## src/rtl/ascon_rx_pkg.sv

```systemverilog
// ---------------------------------------------------------------------------
// ascon_rx_pkg
// Shared definitions for the Ascon decryption receive stage:
//   - rx_state_e : FSM state encoding (IDLE / COLLECT / RESULT)
//   - TAG_LEN    : authentication tag length in bits
//   - DEFAULT_Y  : default plaintext length in bits
//   - DEFAULT_CW : default bit-counter width (2**CW must exceed TAG_LEN)
// ---------------------------------------------------------------------------
package ascon_rx_pkg;

    typedef enum logic [1:0] {
        IDLE    = 2'd0,
        COLLECT = 2'd1,
        RESULT  = 2'd2
    } rx_state_e;

    localparam int TAG_LEN    = 128;
    localparam int DEFAULT_Y  = 80;
    localparam int DEFAULT_CW = 8;

endpackage

```

## src/rtl/ascon_tag_cmp.sv

```systemverilog
// ---------------------------------------------------------------------------
// ascon_tag_cmp
// Serial constant-time tag comparator. One computed tag bit and the matching
// expected tag bit are presented per enabled cycle; any mismatch is
// OR-accumulated into a sticky difference flag, so the compare always takes
// the full tag length regardless of where (or whether) the tags differ.
//
// Ports:
//   clk, rst     clock, asynchronous active-high reset
//   clr_i        clear the accumulated difference (start of a new tag)
//   en_i         accumulate the current bit pair on this edge
//   tag_bit_i    computed tag bit from the core
//   exp_bit_i    expected tag bit at the same index
//   diff_o       accumulated difference including the bit pair presented
//                now; at the final bit this is the complete compare result
// ---------------------------------------------------------------------------
module ascon_tag_cmp (
    input  logic clk,
    input  logic rst,
    input  logic clr_i,
    input  logic en_i,
    input  logic tag_bit_i,
    input  logic exp_bit_i,
    output logic diff_o
);

    logic diff_q;
    logic diff_d;

    // Look-ahead value so the caller can latch the verdict on the same edge
    // that samples the last tag bit.
    assign diff_d = diff_q | (tag_bit_i ^ exp_bit_i);
    assign diff_o = diff_d;

    always_ff @(posedge clk or posedge rst) begin
        if (rst) begin
            diff_q <= 1'b0;
        end else if (clr_i) begin
            diff_q <= 1'b0;
        end else if (en_i) begin
            diff_q <= diff_d;
        end
    end

endmodule

```

## src/rtl/ascon_dec_rx.sv

```systemverilog
// ---------------------------------------------------------------------------
// ascon_dec_rx
// Receive stage behind the serial Ascon decryption core. Deserialises the
// LSB-first plaintext and tag streams, compares the tag against exp_tag_i in
// constant time, and releases the plaintext only when the tag matches.
//
// Ports:
//   clk, rst       clock, asynchronous active-high reset
//   dec_ready_i    core ready flag; a rising edge starts a collection
//   pt_bit_i       serial plaintext bit (bit k in the k-th COLLECT cycle)
//   tag_bit_i      serial tag bit (same timing as the plaintext)
//   exp_tag_i      expected tag, stable for the whole operation
//   pt_o           verified plaintext, zero unless auth_ok_o
//   out_valid_o    result available
//   out_ready_i    consumer accepts the result
//   auth_ok_o      tag matched (qualified by out_valid_o)
//   auth_fail_o    tag mismatched (qualified by out_valid_o)
//   abort_o        one-cycle pulse when dec_ready_i drops mid-collection
//
// Handshake: the result (pt_o, auth_ok_o, auth_fail_o) is presented with
// out_valid_o and held unchanged until an edge with out_valid_o & out_ready_i;
// that edge consumes it and all result outputs return to zero. out_valid_o
// never depends combinationally on out_ready_i.
// ---------------------------------------------------------------------------
module ascon_dec_rx
    import ascon_rx_pkg::*;
#(
    parameter int Y  = DEFAULT_Y,
    parameter int T  = TAG_LEN,
    parameter int CW = DEFAULT_CW
) (
    input  logic         clk,
    input  logic         rst,
    input  logic         dec_ready_i,
    input  logic         pt_bit_i,
    input  logic         tag_bit_i,
    input  logic [T-1:0] exp_tag_i,
    output logic [Y-1:0] pt_o,
    output logic         out_valid_o,
    input  logic         out_ready_i,
    output logic         auth_ok_o,
    output logic         auth_fail_o,
    output logic         abort_o
);

    rx_state_e     state_q, state_d;
    logic [CW-1:0] cnt_q, cnt_d;
    logic          rdy_q;
    logic [Y-1:0]  pt_sh_q, pt_sh_d;
    logic [Y-1:0]  pt_q, pt_d;
    logic          valid_q, valid_d;
    logic          ok_q, ok_d;
    logic          fail_q, fail_d;
    logic          abort_q, abort_d;

    logic          start;
    logic          last_bit;
    logic          exp_bit;
    logic          cmp_clr;
    logic          cmp_en;
    logic          diff_final;

    // Only a fresh rising edge of the ready flag starts work; a level that
    // stays high after a consumed result must not restart the collection.
    assign start    = dec_ready_i & ~rdy_q;
    assign last_bit = (cnt_q == CW'(T - 1));
    assign exp_bit  = exp_tag_i[cnt_q[6:0]];

    ascon_tag_cmp u_tag_cmp (
        .clk       (clk),
        .rst       (rst),
        .clr_i     (cmp_clr),
        .en_i      (cmp_en),
        .tag_bit_i (tag_bit_i),
        .exp_bit_i (exp_bit),
        .diff_o    (diff_final)
    );

    // ------------------------------------------------------------------
    // State register
    // ------------------------------------------------------------------
    always_ff @(posedge clk or posedge rst) begin
        if (rst) begin
            state_q <= IDLE;
        end else begin
            state_q <= state_d;
        end
    end

    // ------------------------------------------------------------------
    // Next-state logic
    // ------------------------------------------------------------------
    always_comb begin
        state_d = state_q;
        unique case (state_q)
            IDLE: begin
                if (start) begin
                    state_d = COLLECT;
                end
            end
            COLLECT: begin
                if (!dec_ready_i) begin
                    state_d = IDLE;
                end else if (last_bit) begin
                    state_d = RESULT;
                end
            end
            RESULT: begin
                if (valid_q && out_ready_i) begin
                    state_d = IDLE;
                end
            end
            default: state_d = IDLE;
        endcase
    end

    // ------------------------------------------------------------------
    // Output / datapath next-value logic
    // ------------------------------------------------------------------
    always_comb begin
        cnt_d   = cnt_q;
        pt_sh_d = pt_sh_q;
        pt_d    = pt_q;
        valid_d = valid_q;
        ok_d    = ok_q;
        fail_d  = fail_q;
        abort_d = 1'b0;
        cmp_clr = 1'b0;
        cmp_en  = 1'b0;

        unique case (state_q)
            IDLE: begin
                if (start) begin
                    cnt_d   = '0;
                    pt_sh_d = '0;
                    cmp_clr = 1'b1;
                end
            end
            COLLECT: begin
                if (dec_ready_i) begin
                    cmp_en = 1'b1;
                    cnt_d  = cnt_q + CW'(1);
                    // Indices >= Y carry a stale plaintext bit from the core
                    // and never match any position here, so they are dropped.
                    for (int i = 0; i < Y; i++) begin
                        if (cnt_q == CW'(i)) begin
                            pt_sh_d[i] = pt_bit_i;
                        end
                    end
                    if (last_bit) begin
                        // diff_final already folds in the bit sampled now, and
                        // pt_sh_d includes the last plaintext bit when Y == T.
                        valid_d = 1'b1;
                        ok_d    = ~diff_final;
                        fail_d  = diff_final;
                        pt_d    = diff_final ? '0 : pt_sh_d;
                    end
                end else begin
                    abort_d = 1'b1;
                    cnt_d   = '0;
                    pt_sh_d = '0;
                end
            end
            RESULT: begin
                if (valid_q && out_ready_i) begin
                    valid_d = 1'b0;
                    ok_d    = 1'b0;
                    fail_d  = 1'b0;
                    pt_d    = '0;
                end
            end
            default: begin
                cnt_d = '0;
            end
        endcase
    end

    // ------------------------------------------------------------------
    // Datapath and output registers
    // ------------------------------------------------------------------
    always_ff @(posedge clk or posedge rst) begin
        if (rst) begin
            cnt_q   <= '0;
            rdy_q   <= 1'b0;
            pt_sh_q <= '0;
            pt_q    <= '0;
            valid_q <= 1'b0;
            ok_q    <= 1'b0;
            fail_q  <= 1'b0;
            abort_q <= 1'b0;
        end else begin
            cnt_q   <= cnt_d;
            rdy_q   <= dec_ready_i;
            pt_sh_q <= pt_sh_d;
            pt_q    <= pt_d;
            valid_q <= valid_d;
            ok_q    <= ok_d;
            fail_q  <= fail_d;
            abort_q <= abort_d;
        end
    end

    assign pt_o        = pt_q;
    assign out_valid_o = valid_q;
    assign auth_ok_o   = ok_q;
    assign auth_fail_o = fail_q;
    assign abort_o     = abort_q;

endmodule

```

## config.mk

```make
export PLATFORM = sky130hd
export DESIGN_NAME = ascon_dec_rx
export DESIGN_NICKNAME = d
export VERILOG_FILES = /design/src/rtl/ascon_rx_pkg.sv /design/src/rtl/ascon_tag_cmp.sv /design/src/rtl/ascon_dec_rx.sv
export SDC_FILE = /design/constraint.sdc
export NUM_CORES = 1
export LEC_CHECK = 0
export ABC_AREA = 1
export CAP_MARGIN = 10
export CORE_MARGIN = 8
export CORE_UTILIZATION = 45
export DETAILED_ROUTE_END_ITERATION = 8
export DONT_BUFFER_PORTS = 1
export GPL_TIMING_DRIVEN = 0
export PLACE_DENSITY = 0.67
export SLEW_MARGIN = 20
export SYNTH_ARGS = -nofsm -noshare
export SYNTH_HDL_FRONTEND = slang
export SYNTH_SLANG_ARGS = --single-unit
```

## constraint.sdc

```tcl
create_clock -name clk -period 19.1 [get_ports clk]
set_input_delay 4.775 -clock clk [delete_from_list [all_inputs] [get_ports clk]]
set_output_delay 4.775 -clock clk [all_outputs]
set_load 0.005 [all_outputs]
```

==> results.yml <==
logic_synthesis:
  ys_top_cells_by_area: "dfrtp_1, nand2_1, inv_1, nand3_1, o21ai_0"
  synth-seq-cells: 176
  netlist.area_leader.share_pct: 44.44
  ys_warn_count: 0
  synth.most_common_cell: "nand2_1"
  ys_seq_area_share_pct: 44.44
  ys_types: 24
  synth_area_sq_mm: 0.009910
  synth-main-ff-cell: "dfrtp_1"
  synthCells: 1445
  synth_nets: 1583
  yosysTopAreaCell: "dfrtp_1"
  avgSynthCellArea_sq_um: 6.858
  async_reset_ff_share_pct: 100.0
  synthTopCellsByCount: "nand2_1, inv_1, dfrtp_1, nand3_1, o21ai_0"
  synth_edf_count: 0
cts:
  clk_pin_slew_ns: 0.07
  cts_hold_buf: 0
  clk_latency_ns: 0.43
  root_buffer: "clkbuf_16"
  cts_tree: "yes"
  clock-sinks: 176
  post-cts-setup-buffers: 0
  htree_levels: 4
  clk_path_buf_depth: 2
  post_cts_resized: 0
  cts_made_buffers: 17
sta:
  finalSetupTns_ns: 0
  rsz0062_at_grt: "no"
  fin_crit_sh_pct: 32.15
  finClkSkew_ns: 0.006533
  relSlewSlack_pct: 42.74
  post-route-min-period_ns: 6.140
  hold_violations: 0
  max_freq_mhz: 162.9
  tightestPinTransition_ns: 0.8557
  slew_violations: 0
  setup_viol: 0
die:
  fp.dieH_um: 164.4
  start_util_pct: 45.69
  die_w_um: 164.4
  ios: 218
  dieArea_sq_mm: 0.02703
  core_sq_mm: 0.02169
  rows: 54
placement:
  dp_hpwl_um: 21740
  placed_area_sq_mm: 0.01029
  gp_congestion: 0.8963
  portBuffers: 0
  dp.cells: 1726
global_route:
  grt_max_degree: 92
  grt_pass1_wl_um: 47330
  overflow: 0
  grt_pass1_vias: 8866
  grt.total_usage_pct: 22.20
  antenna_found_initial: 0
  grtUsageMet3_pct: 5.907
  gr-max-usage-layer: "met2"
  grtUsageMet1_pct: 30.18
  met2_usage_pct: 35.22
critical_path:
  cp_top_family: "simple AND/OR/NAND/NOR gates"
  crit_buf_inv: 2
  r2r_slack_ns: 16.05
  path_common_cell: "nand2_1"
  cp.arrival_ns: 6.43
  end_kind: "flop"
  critPathSlowestCell: "nand2_1"
  cp_cell_sequence: "inv_1 -> nor3_1 -> nand2_1 -> nand2_1 -> clkbuf_1 -> o22ai_1"
  critPathLaunchType: "input pin"
  crit_required_ns: 19.39
  cp_max_fo: 10
  cpPeakStageDelay_ns: 0.46
  crit_type: "in2reg"
power_and_ir_drop:
  p_per_area_mw_per_mm2: 111.0
  p_leak_uw: 0.006339
  p_total_uw: 1210
  irDropWorstVdd_mv: 0.05717
finish:
  nets: 1603
  fin_area_sq_mm: 0.01090
  fin_cells: 1757
  insertedDiodeCount: 0
  area_growth_pct: 9.987
  layout-drive-gt1-share_pct: 4.807
  nFillCells: 2134
job:
  max-cap-violations: 0
detailed_routing:
  routed_wl_um: 30090
  first_iter_violations: 642
  vias_per_cell: 5.265
  drt-wirelength-per-cell_um: 17.12
  ant_nets: 0
  drtPass1Iterations: 5
  drcViolationCount: 0
  vias: 9251
outcome:
  status: "finished clean"
worst_hold_path:
  hp-class: "reg2reg"
-- worst reg2reg max path, stage by stage (launching register included) --
cell and delay [ns]:
dfrtp_1 0.44, ha_1 0.20, inv_1 0.12, nor2_2 0.37, inv_2 0.11, nor2_1 0.13, nand3_1 0.19, o21ai_1 0.19
nand2_1 0.14, nor2_2 0.51, buf_2 0.36, nand3_1 0.15, nand2_1 0.08
-- path summary, 6_finish.rpt --
check	startpoint	end	cells after the start
worst max-delay path	dec_ready_i	pt_sh_q[43]	6
worst min-delay path	pt_sh_q[30]	pt_sh_q[30]	2
worst max register to register	cnt_q[0]	pt_o[79]	12
worst min register to register	pt_sh_q[30]	pt_sh_q[30]	2
max in group asynchronous	rst	pt_o[32]	2
min in group asynchronous	rst	pt_o[69]	1
-- cells in the final DEF (no fill, tap or decap), types with 2 or more instances in the layout --
master        n
a21oi_1       9
buf_2        21
buf_4         5
buf_6         7
bufinv_16     3
clkbuf_1     44
clkbuf_16    17
clkinv_4      4
clkinvlp_4    3
dfrtp_1     176
ha_1          4
inv_1       224
inv_2         4
nand2_1     508
nand3_1     128
nand4_1       2
nor2_1       91
nor2_2        2
nor3_1       12
nor4_1        2
o21a_1       25
o21ai_0      99
o21ai_1       9
o22ai_1      69
-- metal layers --
layer | routed length [um] | vias up | share of wire (%)
li1 | - | 4555 | -
met1 | 13420 | 4377 | 45
met2 | 13860 | 277 | 46
met3 | 2396 | 42 | 8.0
met4 | 414 | 0 | 1.4
met5 | 0 | - | 0
-- where the power goes --
group          total, uW  switching (uW)  internal [uW]  leakage, uW
Clock                363             153            210     0.000286
Combinational        448             319            129      0.00361
Sequential           399            12.2            387      0.00245
Total               1210             485            725      0.00634
-- cells by family after synthesis --
family,count (synthesis),synth area share (%)
AOI/OAI and AO/OA,212,12.22
adders and majority gates,4,0.5051
buffers and inverters,307,12.61
DFF,176,44.44
and+or+nand+nor,746,30.21
-- through the flow --
step                      utilization [%]  hold WS, ns  worst slack [ns]
final                               50.25       0.5120             12.96
after global routing                50.25       0.5374             12.84
after CTS                           50.25       0.5169             12.98
after detailed placement            47.47       0.5017             12.55
after global placement              47.31       0.4913             7.448
after floorplan                         -       0.4725             9.551
-- state kept, by name, indices dropped and copies added (netlist names) --
signal	flops
abort_o	1
auth_fail_o	1
auth_ok_o	1
cnt_q	8
out_valid_o	1
pt_o	80
pt_sh_q	80
rdy_q	1
state_q	2
u_tag_cmp.diff_q	1
-- area by class of cell --
class                   count  area [sq um]  share of cell area (%)
plain buffers              77         386.6                   3.547
inverters                 230         870.8                   7.990
flip-flops and latches    176          4404                   40.41
clock inverters            12         161.4                   1.481
clock buffers              19         442.9                   4.064
multi-input cells         962          4255                   39.04
repair buffers              1         27.53                  0.2526
well taps                 280         350.3                   3.214
Note: power is estimated with default switching activity, not from simulation.
